`src/rtl/gat_feat_stream_reader.sv`:
```
// gat_feat_stream_reader
// Reads a finished layer out of the GAT new-feature BRAM (read port B) and
// streams it to the DMA as AXI4-Stream. TLAST is set on the final word. A
// credit-limited read pipeline feeds a small show-ahead FIFO, so the stream
// runs at one word per cycle even though the BRAM has read latency.
//
// Ports
//   clk, rst          : clock (rising edge), asynchronous active-high reset
//   start, num_words  : begin a drain of num_words words (ignored while busy/done)
//   busy, done        : drain in progress / 1-cycle completion pulse
//   feat_bram_addrb   : BRAM byte address (word index << 2)
//   feat_bram_dout    : BRAM read data, RD_LATENCY cycles after addrb
//   m_axis_*          : AXI4-Stream master (tdata, tvalid, tready, tlast)
//
// state  | meaning
// -------+----------------------------------------------------------
// IDLE   | waiting for start
// RUN    | issuing BRAM reads, limited by FIFO credits
// DRAIN  | all reads issued, emptying pipeline and FIFO
// DONE   | one-cycle done pulse, then back to IDLE
module gat_feat_stream_reader #(
  parameter int NEW_FEATURE_WIDTH  = 32,
  parameter int NEW_FEATURE_DEPTH  = 43328,
  parameter int NEW_FEATURE_ADDR_W = $clog2(NEW_FEATURE_DEPTH),
  parameter int RD_LATENCY         = 2,
  parameter int FIFO_DEPTH         = 4
) (
  input  logic                            clk,
  input  logic                            rst,
  input  logic                            start,
  input  logic [NEW_FEATURE_ADDR_W:0]     num_words,
  output logic                            busy,
  output logic                            done,
  output logic [NEW_FEATURE_ADDR_W+1:0]   feat_bram_addrb,
  input  logic [NEW_FEATURE_WIDTH-1:0]    feat_bram_dout,
  output logic [NEW_FEATURE_WIDTH-1:0]    m_axis_tdata,
  output logic                            m_axis_tvalid,
  input  logic                            m_axis_tready,
  output logic                            m_axis_tlast
);

  localparam int AW    = NEW_FEATURE_ADDR_W;
  localparam int NW_W  = NEW_FEATURE_ADDR_W + 1;
  localparam int PTR_W = $clog2(FIFO_DEPTH);
  localparam int CNT_W = $clog2(FIFO_DEPTH) + 1;
  localparam logic [NW_W-1:0]  DEPTH_CLAMP = NW_W'(NEW_FEATURE_DEPTH);
  localparam logic [CNT_W-1:0] CREDITS     = CNT_W'(FIFO_DEPTH);

  typedef enum logic [1:0] {
    S_IDLE  = 2'd0,
    S_RUN   = 2'd1,
    S_DRAIN = 2'd2,
    S_DONE  = 2'd3
  } state_t;

  state_t state_q, state_d;

  logic [NW_W-1:0]              issue_left;   // reads still to issue
  logic [NW_W-1:0]              last_idx;     // beat index that carries tlast
  logic [NW_W-1:0]              beat_cnt;
  logic [AW-1:0]                rd_idx;
  logic [AW+1:0]                addr_hold;
  logic [AW+1:0]                addr_issue;
  logic [RD_LATENCY-1:0]        vld_sr;       // reads in flight inside the BRAM
  logic [CNT_W-1:0]             inflight;
  logic [NEW_FEATURE_WIDTH-1:0] fifo_mem [FIFO_DEPTH];
  logic [PTR_W-1:0]             wr_ptr, rd_ptr;
  logic [CNT_W-1:0]             fifo_count;
  logic [NW_W-1:0]              nw_clamped;

  logic start_ok, issue, capture, pop, last_beat;

  assign nw_clamped = (num_words > DEPTH_CLAMP) ? DEPTH_CLAMP : num_words;
  assign capture    = vld_sr[RD_LATENCY-1];

  assign m_axis_tvalid = (fifo_count != '0);
  assign m_axis_tdata  = m_axis_tvalid ? fifo_mem[rd_ptr] : '0;
  assign pop           = m_axis_tvalid && m_axis_tready;
  assign last_beat     = (beat_cnt == last_idx);
  assign m_axis_tlast  = m_axis_tvalid && last_beat;

  assign addr_issue      = {rd_idx, 2'b00};
  assign feat_bram_addrb = issue ? addr_issue : addr_hold;

  always_comb begin
    inflight = '0;
    for (int i = 0; i < RD_LATENCY; i++) begin
      inflight = inflight + {{(CNT_W-1){1'b0}}, vld_sr[i]};
    end
  end

  always_ff @(posedge clk or posedge rst) begin
    if (rst) begin
      state_q <= S_IDLE;
    end else begin
      state_q <= state_d;
    end
  end

  always_comb begin
    state_d  = state_q;
    busy     = 1'b0;
    done     = 1'b0;
    issue    = 1'b0;
    start_ok = 1'b0;
    case (state_q)
      S_IDLE: begin
        if (start) begin
          start_ok = 1'b1;
          state_d  = (num_words == '0) ? S_DONE : S_RUN;
        end
      end
      S_RUN: begin
        busy = 1'b1;
        // Reads in flight already own a FIFO slot, so the FIFO cannot overflow.
        issue = ((fifo_count + inflight) < CREDITS);
        if (issue && (issue_left == NW_W'(1))) begin
          state_d = S_DRAIN;
        end
      end
      S_DRAIN: begin
        busy = 1'b1;
        if (pop && last_beat) begin
          state_d = S_DONE;
        end
      end
      S_DONE: begin
        done    = 1'b1;
        state_d = S_IDLE;
      end
      default: state_d = S_IDLE;
    endcase
  end

  always_ff @(posedge clk or posedge rst) begin
    if (rst) begin
      issue_left <= '0;
      last_idx   <= '0;
      beat_cnt   <= '0;
      rd_idx     <= '0;
      addr_hold  <= '0;
      vld_sr     <= '0;
    end else begin
      if (start_ok) begin
        issue_left <= nw_clamped;
        last_idx   <= nw_clamped - NW_W'(1);
        beat_cnt   <= '0;
        rd_idx     <= '0;
        addr_hold  <= '0;
      end else begin
        if (issue) begin
          issue_left <= issue_left - NW_W'(1);
          rd_idx     <= rd_idx + AW'(1);
          addr_hold  <= addr_issue;
        end
        if (pop) begin
          beat_cnt <= beat_cnt + NW_W'(1);
        end
      end
      vld_sr[0] <= issue;
      for (int i = 1; i < RD_LATENCY; i++) begin
        vld_sr[i] <= vld_sr[i-1];
      end
    end
  end

  always_ff @(posedge clk or posedge rst) begin
    if (rst) begin
      wr_ptr     <= '0;
      rd_ptr     <= '0;
      fifo_count <= '0;
    end else begin
      if (capture) begin
        wr_ptr <= wr_ptr + PTR_W'(1);
      end
      if (pop) begin
        rd_ptr <= rd_ptr + PTR_W'(1);
      end
      case ({capture, pop})
        2'b10:   fifo_count <= fifo_count + CNT_W'(1);
        2'b01:   fifo_count <= fifo_count - CNT_W'(1);
        default: fifo_count <= fifo_count;
      endcase
    end
  end

  // Data storage needs no reset; tdata is gated while the FIFO is empty.
  always_ff @(posedge clk) begin
    if (capture) begin
      fifo_mem[wr_ptr] <= feat_bram_dout;
    end
  end

endmodule

```
`config.mk`:
```
export PLATFORM = sky130hd
export DESIGN_NAME = gat_feat_stream_reader
export DESIGN_NICKNAME = d
export VERILOG_FILES = /design/src/rtl/gat_feat_stream_reader.sv
export SDC_FILE = /design/constraint.sdc
export NUM_CORES = 1
export LEC_CHECK = 0
export BUFFER_PORTS_ARGS = -buffer_cell sky130_fd_sc_hd__buf_2
export CAP_MARGIN = 5
export CORE_MARGIN = 5
export CORE_UTILIZATION = 50
export CTS_CLUSTER_DIAMETER = 60
export DETAILED_ROUTE_END_ITERATION = 16
export GPL_TIMING_DRIVEN = 0
export PLACE_DENSITY = 0.72
export SYNTH_ARGS = -nofsm -noshare
export SYNTH_HDL_FRONTEND = slang
export SYNTH_SLANG_ARGS = --single-unit
```
`constraint.sdc`:
```
create_clock -name clk -period 3 [get_ports clk]
set_input_delay 0.6 -clock clk [delete_from_list [all_inputs] [get_ports clk]]
set_output_delay 0.6 -clock clk [all_outputs]
set_load 0.02 [all_outputs]
```
==> results.json <==
{
  "outcome": "finished clean",
  "cp.required_ps": 2400,
  "ir_worst_vdd_uv": 638,
  "report.final.slew_viol_count": 0,
  "drt_first_pass_iters": 5,
  "overflow": 0,
  "final_layout_size_suffix_gt1_share_pct": 24.8,
  "cap_violations": 0,
  "via_count": 6384,
  "initial_utilization_pct": 51.0,
  "synthFlopType": "edfxtp_1",
  "io_pins": 107,
  "hold_class": "in -> async",
  "antenna_found_initial": 1,
  "dieArea_um2": 22900,
  "syn-num-nets": 831,
  "placed_cells": 1135,
  "clock_latency_ps": 500,
  "rows": 51,
  "htreeDepth": 1,
  "clock_sinks": 224,
  "final_cell_mix": "128 x edfxtp_1, 100 x buf_2, 96 x dfrtp_1, 79 x nand2_1, 58 x nor2_1",
  "p_leak_nw": 4.75,
  "r2r_slack_ps": 570,
  "synthDistinctLibCells": 60,
  "detail_route.wl_per_cell_um": 17.4,
  "ant_nets": 0,
  "cts_buffer_depth": 3,
  "worstMarginPinSlew_ps": 871,
  "clk_pin_slew_ps": 60,
  "placed_area_um2": 10900,
  "synth_area_per_cell_um2": 13.1,
  "path_class": "reg -> out",
  "layout_commonest_cell": "edfxtp_1",
  "grtUsageTotal_pct": 18.0,
  "crit_arrival_ps": 2320,
  "min_period_ps": 2920,
  "chipHeight_um": 151,
  "cts_buffers": 23,
  "cts_root_buffer": "clkbuf_16",
  "seq_area_frac_synth_pct": 62.6,
  "finalCritPeriodShare_pct": 97.3,
  "hpwl_um": 14100,
  "relSlewSlack_pct": 41.9,
  "ctsHoldBuffers": 0,
  "netlist_instances": 761,
  "finalHoldViolCount": 0,
  "p_per_area_nw_per_um2": 903,
  "port_buffers": 106,
  "endpoint_kind": "output port",
  "routed_via_density": 5.36,
  "routed_wl_um": 20600,
  "grt_max_degree": 33,
  "grt_pass1_wl_um": 32500,
  "grt_pass1_vias": 6297,
  "synth-edff-count": 128,
  "netlist_area_um2": 9980,
  "worst_r2r_path_depth": 8,
  "setup_violations": 0,
  "core-area_um2": 19600,
  "area_growth_pct": 19.1,
  "finalNetCount": 976,
  "rsz0062_at_grt": "true",
  "fin_skew_ps": 13.8,
  "gp_congestion": 0.845,
  "drc_errors": 0,
  "yosysWarnings": 0,
  "fillers": 1546,
  "critPathMaxFanout": 6,
  "startpoint_type": "flip-flop",
  "instances_no_fill": 1190,
  "die_w_um": 151,
  "fmax_mhz": 342,
  "async_flop_share_pct": 42.9,
  "fin_area_um2": 11900,
  "first_iter_violations": 431,
  "cts_tree": "yes",
  "ys_seq_elements": 224
}
## critical path: stages (launching register included)
cell and delay, ps:
dfrtp_1 420, ha_4 260, and3_4 190, o221ai_4 310, clkinv_4 170, buf_8 170
nand2_1 80, nand2_1 70, buf_2 160
## final timing paths
| path | from | to |
|---|---|---|
| setup reg to reg | fifo_count[0] | rd_idx[15] |
| hold / removal | rst | addr_hold[11] |
| hold reg to reg | vld_sr[0] | vld_sr[1] |
| max in group asynchronous | rst | last_idx[8] |
| min in group clk | feat_bram_dout[23] | fifo_mem[3][23] |
| setup / recovery | fifo_count[0] | feat_bram_addrb[4] |
## through the flow
step	hold WS, ps	total power, W	setup TNS, ps	worst slack (ps)	utilization (%)
final	140	0.0107	0	79.6	60.7
after global routing	164	0.0113	-78.2	-31.3	60.6
after CTS	139	0.0106	-61.6	-24.4	59.7
after detailed placement	376	0.00776	-745	-311	55.7
after global placement	368	0.00769	-592	-265	55.4
after floorplan	360	0.00671	0	190	-
## routing by layer
metal	share of wire [%]	track usage, %
met1	43	24.8
met2	49	30.4
met3	6.0	3.02
met4	1.8	3.67
met5	0.063	0
## state kept, by name, indices dropped and copies added (netlist names)
signal and flops:
last_idx 17, wr_ptr 2, issue_left 17, fifo_mem 128, state_q 2, rd_idx 16
beat_cnt 17, vld_sr 2, rd_ptr 2, fifo_count 3, addr_hold 18
## report_power, final
group | switching (W) | internal (W) | total, W
Combinational | 0.00212 | 0.00167 | 0.00378
Sequential | 0.000368 | 0.00380 | 0.00417
Clock | 0.00111 | 0.00167 | 0.00278
## cell families after synthesis
family / synth area share [%]
compound gates: 4.93
xor+xnor: 6.41
fa+ha+maj: 2.21
buf+inv: 2.06
flops: 62.6
mux: 7.82
simple gates: 14.0
## cell type report
class,instances,area [µm²],share of cell area (%)
Antenna cell,2,5.00,0.0421
Timing Repair inverter,1,5.00,0.0421
Sequential cell,224,6250,52.6
Tap cell,265,332,2.79
Timing Repair Buffer,122,746,6.27
Clock buffer,31,646,5.43
Clock inverter,11,101,0.853
Buffer,29,163,1.37
Inverter,18,76.3,0.642
Multi-Input combinational cell,487,3570,30.0
## repair_timing
item                                    4_1_cts  5_1_grt
gates resized for setup                      11       29
cloned                                        0        3
setup buffers                                 3        8
pin swaps                                     1        2
endpoints found under the setup margin       45       38
## cells in the mapped netlist, drive strengths merged (2+ instances only)
library cell / instances / area share, %
or3: 10 / 0.68
nor2b: 2 / 0.13
o211ai: 2 / 0.15
mux4: 32 / 7.2
xnor2: 33 / 2.9
nand2: 89 / 3.5
and3: 9 / 0.61
edfxtp: 128 / 39
ha: 16 / 2.0
or2: 2 / 0.15
a21oi: 29 / 1.5
o21ai: 22 / 1.1
nor3: 14 / 0.70
xor2: 40 / 3.5
o31ai: 5 / 0.38
clkbuf: 24 / 0.91
o221ai: 2 / 0.35
nor4: 5 / 0.38
o22a: 2 / 0.18
o22ai: 5 / 0.31
mux2i: 6 / 0.60
and4: 2 / 0.18
nand4: 15 / 0.94
dfrtp: 96 / 24
and2: 44 / 2.8
or4: 4 / 0.41
nand3b: 3 / 0.23
inv: 18 / 0.68
buf: 8 / 0.46
nor2: 59 / 2.2
nand3: 20 / 1.0
a31oi: 3 / 0.19
Note: power is estimated with default switching activity, not from simulation.
